`src/rtl/mole_pkg.sv`:
```
// Shared types and constants for the whack-a-mole judge.
package mole_pkg;

  typedef enum logic [2:0] {
    IDLE = 3'd0,
    SHOW = 3'd1,
    HIT  = 3'd2,
    MISS = 3'd3,
    OVER = 3'd4
  } state_t;

  localparam logic [3:0] NO_KEY  = 4'd0;
  localparam logic [3:0] POS_MIN = 4'd1;
  localparam logic [3:0] POS_MAX = 4'd9;

  localparam int SCORE_W = 8;
  localparam int ROUND_W = 8;
  localparam int MISS_W  = 3;
  localparam int TIMER_W = 4;

  // Anything outside the 3x3 keypad range lights the first cell.
  function automatic logic [3:0] clamp_pos(input logic [3:0] p);
    return ((p < POS_MIN) || (p > POS_MAX)) ? POS_MIN : p;
  endfunction

endpackage

```
`src/rtl/mole_judge.sv`:
```
// Game judge: latches mole targets, samples keypad once per tick, keeps score/misses/rounds; all outputs registered.
// No backpressure: inputs are sampled every clk_1hz edge. MOLE_STREAK_EN adds a 3-hit streak bonus and streak port.
module mole_judge
  import mole_pkg::*;
#(
  parameter int unsigned ROUNDS   = 20,
  parameter int unsigned WINDOW   = 2,
  parameter int unsigned MAX_MISS = 3
) (
  input  logic                 rst,
  input  logic                 clk_1hz,
  input  logic [3:0]           position,
  input  logic                 start,
  input  logic [3:0]           key_code,
  output logic [3:0]           target,
  output logic [SCORE_W-1:0]   score,
  output logic [MISS_W-1:0]    misses,
  output logic [ROUND_W-1:0]   round_cnt,
  output logic                 hit,
  output logic                 miss,
  output logic                 game_over
`ifdef MOLE_STREAK_EN
  ,
  output logic [1:0]           streak
`endif
);

  localparam logic [ROUND_W-1:0] ROUNDS_L   = ROUND_W'(ROUNDS);
  localparam logic [TIMER_W-1:0] WINDOW_L   = TIMER_W'(WINDOW);
  localparam logic [MISS_W-1:0]  MAX_MISS_L = MISS_W'(MAX_MISS);

  state_t               state, state_nxt;
  logic [TIMER_W-1:0]   timer, timer_nxt;
  logic [3:0]           target_nxt;
  logic [SCORE_W-1:0]   score_nxt, score_sat;
  logic [MISS_W-1:0]    misses_nxt, misses_inc;
  logic [ROUND_W-1:0]   round_nxt, round_inc;
  logic                 hit_nxt, miss_nxt, over_nxt;
  logic                 key_hit, key_wrong, timed_out, end_game;
  logic [1:0]           hit_pts;
  logic [SCORE_W:0]     score_sum;

  // target is never 0 while in SHOW, so NO_KEY can never register as a hit.
  assign key_hit   = (key_code == target);
  assign key_wrong = (key_code != NO_KEY) && !key_hit;
  assign timed_out = (timer == TIMER_W'(1));

  assign score_sum  = {1'b0, score} + {{(SCORE_W-1){1'b0}}, hit_pts};
  assign score_sat  = score_sum[SCORE_W] ? {SCORE_W{1'b1}} : score_sum[SCORE_W-1:0];
  assign misses_inc = (misses == {MISS_W{1'b1}}) ? misses : misses + MISS_W'(1);
  assign round_inc  = (round_cnt < ROUNDS_L) ? round_cnt + ROUND_W'(1) : round_cnt;
  assign end_game   = (round_cnt == ROUNDS_L) || (misses == MAX_MISS_L);

`ifdef MOLE_STREAK_EN
  logic [1:0] streak_nxt;

  assign hit_pts = (streak == 2'd2) ? 2'd2 : 2'd1;

  always_comb begin
    streak_nxt = streak;
    if (state == IDLE && start) begin
      streak_nxt = 2'd0;
    end else if (state == SHOW) begin
      if (key_hit)
        streak_nxt = (streak == 2'd2) ? 2'd0 : streak + 2'd1;
      else if (key_wrong || timed_out)
        streak_nxt = 2'd0;
    end
  end

  always_ff @(posedge clk_1hz or negedge rst) begin
    if (!rst) streak <= 2'd0;
    else      streak <= streak_nxt;
  end
`else
  assign hit_pts = 2'd1;
`endif

  always_comb begin
    state_nxt  = state;
    timer_nxt  = timer;
    target_nxt = target;
    score_nxt  = score;
    misses_nxt = misses;
    round_nxt  = round_cnt;
    hit_nxt    = 1'b0;
    miss_nxt   = 1'b0;
    over_nxt   = 1'b0;
    case (state)
      IDLE: begin
        target_nxt = NO_KEY;
        if (start) begin
          state_nxt  = SHOW;
          target_nxt = clamp_pos(position);
          timer_nxt  = WINDOW_L;
          score_nxt  = '0;
          misses_nxt = '0;
          round_nxt  = '0;
        end
      end
      SHOW: begin
        if (key_hit) begin
          state_nxt  = HIT;
          target_nxt = NO_KEY;
          hit_nxt    = 1'b1;
          score_nxt  = score_sat;
          round_nxt  = round_inc;
        end else if (key_wrong || timed_out) begin
          state_nxt  = MISS;
          target_nxt = NO_KEY;
          miss_nxt   = 1'b1;
          misses_nxt = misses_inc;
          round_nxt  = round_inc;
        end else begin
          timer_nxt = timer - TIMER_W'(1);
        end
      end
      HIT, MISS: begin
        if (end_game) begin
          state_nxt  = OVER;
          target_nxt = NO_KEY;
          over_nxt   = 1'b1;
        end else begin
          state_nxt  = SHOW;
          target_nxt = clamp_pos(position);
          timer_nxt  = WINDOW_L;
        end
      end
      OVER: begin
        target_nxt = NO_KEY;
        over_nxt   = 1'b1;
        if (start) begin
          state_nxt = IDLE;
          over_nxt  = 1'b0;
        end
      end
      default: begin
        state_nxt  = IDLE;
        target_nxt = NO_KEY;
      end
    endcase
  end

  always_ff @(posedge clk_1hz or negedge rst) begin
    if (!rst) begin
      state     <= IDLE;
      timer     <= '0;
      target    <= NO_KEY;
      score     <= '0;
      misses    <= '0;
      round_cnt <= '0;
      hit       <= 1'b0;
      miss      <= 1'b0;
      game_over <= 1'b0;
    end else begin
      state     <= state_nxt;
      timer     <= timer_nxt;
      target    <= target_nxt;
      score     <= score_nxt;
      misses    <= misses_nxt;
      round_cnt <= round_nxt;
      hit       <= hit_nxt;
      miss      <= miss_nxt;
      game_over <= over_nxt;
    end
  end

endmodule

```
`config.mk`:
```
export PLATFORM = sky130hd
export DESIGN_NAME = mole_judge
export DESIGN_NICKNAME = d
export VERILOG_FILES = /design/src/rtl/mole_pkg.sv /design/src/rtl/mole_judge.sv
export SDC_FILE = /design/constraint.sdc
export NUM_CORES = 1
export LEC_CHECK = 0
export CAP_MARGIN = 20
export CORE_MARGIN = 5
export CORE_UTILIZATION = 50
export CTS_CLUSTER_SIZE = 12
export DETAILED_ROUTE_END_ITERATION = 12
export PLACE_DENSITY = 0.79
export REMOVE_ABC_BUFFERS = 1
export SLEW_MARGIN = 20
export SYNTH_ARGS = -nofsm -noshare
export SYNTH_HDL_FRONTEND = slang
export SYNTH_SLANG_ARGS = --single-unit
```
`constraint.sdc`:
```
create_clock -name clk_1hz -period 2.07 [get_ports clk_1hz]
set_input_delay 0.207 -clock clk_1hz [delete_from_list [all_inputs] [get_ports clk_1hz]]
set_output_delay 0.207 -clock clk_1hz [all_outputs]
set_load 0.01 [all_outputs]
```
==> out/qor.txt, run 1 <==
status: finished, final reports clean
critical path class: register to register
clock tree sinks: 33
clock slew at the register clock pins of the worst setup and hold paths: 0.11 ns
Synth top area share: 0.4711
port buffer count: 36
# IOs: 37
Core Rows: 21
cell count after synthesis: 181
routed wire length: 4268 µm
leading area contributor after synthesis: dfrtp_1
vias in the first global route: 1572
fmax: 489.4 MHz
register area share after synthesis: 0.4711
Fill cells: 261
Post-synth EDFFs: 0
post-route cell area: 0.002315 mm²
top_reg_cell synth: dfrtp_1
core area: 0.003363 mm²
TritonRoute pass-1 iters: 4
final core utilization: 0.6882
Root Driver: clkbuf_4
Post-DRT Antenna Nets: 0
layout cells sized above 1: 0.1255
Slew HR: 0.6263
nets@finish: 249
Longest Clk Path Bufs: 2
routability congestion estimate from global placement: 0.8959
max cap viols: 0
WP data required: 2.34 ns
wire per inst: 15.41 µm
Ys Warns: 0
Via-to-Cell Ratio: 5.733
antenna violations before repair: 0
crit-path max FO: 5
VDD IR-drop max: 0.6748 mV
via count: 1588
diodes inserted: 0
R2R Path End: target[2]
largest net degree at the start of global routing: 34
FF-to-FF setup slack: 0.03 ns
pwr dens: 1072 mW/mm²
area growth from synthesis to layout: 32.05%
total gr overflow: 0
Post-CTS Setup Inserts: 0
Setup Viol. Count Final: 0
first-pass GRT wire length: 7272 µm
All-Layer GR Usage: 0.1837
leakage power: 1.033 nW
top post-synthesis cells by area: dfrtp_1 (47%), ha_1 (5.7%), o21ai_0 (4.0%), nand2_1 (3.9%), nor2_1 (3.4%)
# H-tree levels: 2
CTS Buf Count: 5
worst-margin pin slew: 0.5592 ns
crit path launch type: register
FF-to-FF path depth: 7
Setup crit end kind: register
crit path DAT: 2.32 ns
cell with the most instances after synthesis: dfrtp_1
Placed Area: 0.002233 mm²
r2r startpoint: round_cnt[1]
Mapped Area: 0.001753 mm²
Synth Register Bits: 33
DP HPWL: 3166 µm
Total Die Area: 0.004790 mm²
CTS tree: done
post-layout minimum cycle time: 2.043 ns
Post-Route Setup TNS: 0 ns
clock latency on the worst-skew pair: 0.34 ns
Fin. Hold Viols: 0
Die Ht: 69.21 µm
synth cell count leaders: dfrtp_1 (33), nand2_1 (18), nor2_1 (16), o21ai_0 (14)
remaining routing DRC violations: 0
Tcrit/Tclk final: 0.9872
DRT iter0 DRCs: 203
synth unique cells: 47
syn_area_per_cell: 9.685 µm²
Final Skew: 0.01101 ns
max-slew violation count: 0
Initial Util: 0.5212
Hold WS: 0.2628 ns
Worst Hold Class: input port to async pin
Synth async-reset ratio: 1.000
die width: 69.21 µm
==> power by group <==
group / total, W / leakage [nW] / switching [W] / internal, W
Combinational: 0.00111 / 0.557 / 0.000555 / 0.000552
Clock: 0.000421 / 0.0413 / 0.000224 / 0.000197
Sequential: 0.000955 / 0.435 / 0.000162 / 0.000793
Total: 0.00248 / 1.03 / 0.000941 / 0.00154
==> area by class of cell <==
type | instances | area [µm²] | share of cell area
sequential | 33 | 825.8 | 0.3568
inverter | 8 | 30.03 | 0.01297
tap | 46 | 57.56 | 0.02486
timing repair buffer | 48 | 450.4 | 0.1946
clock inverter | 1 | 5.005 | 0.002162
clock buffer | 7 | 65.06 | 0.02811
multi-input combinational | 134 | 880.8 | 0.3805
==> stage by stage <==
| step | setup slack [ns] | power (W) | instances |
|---|---|---|---|
| 2_1_floorplan | 0.1760 | 0.001546 | 175 |
| 3_3_place_gp | -0.04492 | 0.001982 | 269 |
| 3_5_place_dp | -0.07963 | 0.002043 | 269 |
| 4_1_cts | 0.06238 | 0.002464 | 277 |
| 5_1_grt | -0.1109 | 0.002666 | 277 |
| 6_report | 0.02653 | 0.002482 | 277 |
==> registers in the layout, indices dropped and copies added, names as in the netlist <==
register	flops
misses	3
score	8
hit	1
game_over	1
target	4
miss	1
timer	4
round_cnt	8
state	3
==> worst max path at each step <==
| stage | start | cells past startpoint | end | slack [ns] |
|---|---|---|---|---|
| global placement | key_code[0] | 5 | timer[2] | -0.04 |
| detailed placement | key_code[0] | 5 | timer[2] | -0.08 |
| finish | round_cnt[1] | 7 | target[2] | 0.03 |
| CTS | round_cnt[1] | 7 | target[2] | 0.06 |
| global route | round_cnt[1] | 7 | target[2] | -0.11 |
| floorplan | state[2] | 5 | round_cnt[3] | 0.18 |
==> timing repair <==
item	in CTS	in global routing
hold buffers	0	0
endpoints found under the setup margin	0	12
resized for setup	0	4
==> metal layers <==
metal,GRT usage,up-vias,part of all wire,wire (µm)
met5,0,-,0,0
met4,0.07592,0,0.021,89
met3,0.05362,11,0.048,203
met2,0.3061,36,0.51,2198
met1,0.2210,777,0.42,1777
li1,-,764,-,-
==> worst max-delay path, cell delays in order (launching register included) <==
cell and delay (ns):
dfrtp_1 0.42, inv_1 0.09, ha_1 0.18, and4b_1 0.22, a2111oi_1 0.54, nor2_1 0.20
nor2_1 0.18, a22o_1 0.16
==> cell usage in the layout (no fill, tap or decap), types with 3 or more instances in the layout <==
cell type	n
clkdlybuf4s50_1	36
inv_1	8
nand3_1	5
nand2_1	18
ha_1	8
or3_1	3
a21oi_1	7
a22o_1	3
and3_1	5
buf_4	12
nor3_1	7
dfrtp_1	33
mux2i_1	3
nor2_1	16
xnor2_1	4
clkbuf_4	5
o21ai_0	14
==> kinds of logic after synthesis <==
logic type      Yosys count  share of synthesized area
simple gates             76                     0.2363
compound gates           42                     0.1606
flops                    33                     0.4711
buf+inv                  14                    0.03284
fa+ha+maj                 8                    0.05710
xor+xnor                  5                    0.02498
mux                       3                    0.01713
No activity file was read; power rests on OpenSTA's default activity.
==> run 2, diff against run 1 <==
Settings changed: CORE_UTILIZATION 50 to 27, PLACE_DENSITY 0.79 to unset.
==> run 2 against run 1 <==
Clock skew is 0.0081 ns lower. Sequential share of layout area decreased by 1.1 points. Highest routed layer unchanged. Non-clock buffer count up 5. Total power increased by 0.90%. Design area is 3.2% higher. Worst setup slack improved by 0.099 ns. First-iteration DRC count down 68%. Critical path depth grew 1.
==> out/qor.txt, run 2 (synthesis gave the netlist of run 1 again) <==
Fill cells: 612
most frequent cells in the layout: clkdlybuf4s50_1 (36), dfrtp_1 (33), nand2_1 (18)
r2r startpoint: round_cnt[0]
DRT iter0 DRCs: 65
Total Die Area: 0.008204 mm²
max-slew violation count: 0
status: finished, final reports clean
# IOs: 37
Die Ht: 90.58 µm
Fin. Hold Viols: 0
Post-DRT Antenna Nets: 0
Worst Hold Class: input port to async pin
FF-to-FF path depth: 8
R2R Path End: timer[2]
layout cells sized above 1: 0.1282
wire per inst: 13.55 µm
crit-path max FO: 4
DP HPWL: 3187 µm
routability congestion estimate from global placement: 0.7512
Core Rows: 29
Tcrit/Tclk final: 0.9392
post-layout minimum cycle time: 1.944 ns
WP data required: 2.29 ns
diodes inserted: 0
VDD IR-drop max: 0.6103 mV
antenna violations before repair: 0
All-Layer GR Usage: 0.1040
critical path class: register to register
Hold WS: 0.3368 ns
port buffer count: 36
first-pass GRT wire length: 7072 µm
clock tree sinks: 33
CTS tree: done
core area: 0.006350 mm²
clock slew at the register clock pins of the worst setup and hold paths: 0.06 ns
met1 wire length: 2003 µm
max cap viols: 0
pwr dens: 1049 mW/mm²
routed wire length: 4213 µm
Final Skew: 0.002861 ns
CTS Hold Bufs: 0
switching power: 0.0009332 W
total gr overflow: 0
Slew HR: 0.6690
via count: 1536
nets@finish: 254
clock latency on the worst-skew pair: 0.28 ns
remaining routing DRC violations: 0
Power Total: 0.002505 W
FF-to-FF setup slack: 0.13 ns
RSZ-0062 raised after global routing: no
TritonRoute pass-1 iters: 4
commonest non-fill, non-tap cell in the layout: clkdlybuf4s50_1
Switching Fraction: 0.3726
Initial Util: 0.2761
Routed met3 length: 183 µm
Longest Clk Path Bufs: 2
Post-Route Setup TNS: 0 ns
largest net degree at the start of global routing: 34
uppermost layer routed: met4
clock group share of total power: 0.175
die width: 90.58 µm
biggest regs: round_cnt: 8 flops, score: 8 flops
CTS Buf Count: 5
Flop pwr share: 0.378
Via-to-Cell Ratio: 4.939
leakage power: 1.055 nW
internal power: 0.001571 W
vias in the first global route: 1478
crit path launch type: register
fmax: 514.4 MHz
Root Driver: clkbuf_8
# H-tree levels: 2
Setup Viol. Count Final: 0
met2 wire len: 2011 µm
Setup crit end kind: register
area growth from synthesis to layout: 36.26%
crit path DAT: 2.16 ns
Comb pwr share: 0.447
worst-margin pin slew: 0.4926 ns
run 2: cell count changes in the layout (fill, tap and decap cells not counted), sizes merged:
cell,change
buf,+5
clkbuf,-2
run 2: worst max-delay path: stages (launching register included):
cell	delay, ns
dfrtp_1	0.41
inv_1	0.09
ha_1	0.13
and4b_1	0.23
a2111oi_0	0.10
buf_4	0.15
or3_1	0.30
or4_1	0.40
nand2_1	0.08
run 2: routing by layer:
metal / vias to the layer above / track usage
met5: - / 0
met4: 0 / 0.03722
met3: 2 / 0.03083
met2: 28 / 0.1628
met1: 744 / 0.1354
li1: 762 / -
run 2: cell type report:
cell class | instances | area [µm²] | area share
clock inverters | 1 | 5.005 | 0.002095
multi-input cells | 134 | 874.6 | 0.3662
flip-flops and latches | 33 | 825.8 | 0.3457
repair buffers | 53 | 488.0 | 0.2043
clock buffers | 5 | 68.82 | 0.02881
inverters | 8 | 30.03 | 0.01257
well taps | 77 | 96.34 | 0.04034
run 2: repair_timing:
| action | in CTS | in global routing |
|---|---|---|
| gates resized for setup | 0 | 1 |
| setup buffers | 0 | 2 |
| endpoints found under the setup margin | 0 | 4 |
run 2: power groups by stage:
| stage | sequential (W) | combinational, W | clock, W |
|---|---|---|---|
| CTS | 0.000954 | 0.00110 | 0.000457 |
| floorplan | 0.000988 | 0.000558 | 0 |
| global placement | 0.000960 | 0.00108 | 0 |
| global route | 0.000970 | 0.00125 | 0.000483 |
| finish | 0.000948 | 0.00112 | 0.000438 |
| detailed placement | 0.000966 | 0.00110 | 0 |
run 2: worst max path at each step:
stage / startpoint / end / slack [ns] / cells past startpoint
floorplan: state[2] / round_cnt[3] / 0.18 / 5
global route: timer[1] / round_cnt[3] / 0.003 / 7
global placement: key_code[0] / timer[2] / -0.03 / 5
CTS: round_cnt[1] / timer[2] / 0.09 / 8
detailed placement: key_code[0] / timer[2] / -0.07 / 5
finish: round_cnt[0] / timer[2] / 0.13 / 8
run 2: through the flow:
step / worst slack (ns) / instances / area (µm²) / utilization
floorplan: 0.1760 / 175 / 1725 / -
global placement: -0.02945 / 303 / 2295 / 0.3614
detailed placement: -0.06784 / 303 / 2295 / 0.3614
CTS: 0.09302 / 309 / 2369 / 0.3730
global route: 0.002615 / 311 / 2389 / 0.3762
finish: 0.1259 / 311 / 2389 / 0.3762
==> run 3, diff against run 2 <==
Settings changed: SKIP_CTS_REPAIR_TIMING set to 1.
==> results of run 3 <==
No change in the layout: final DEF, timing and power equal those of run 2.
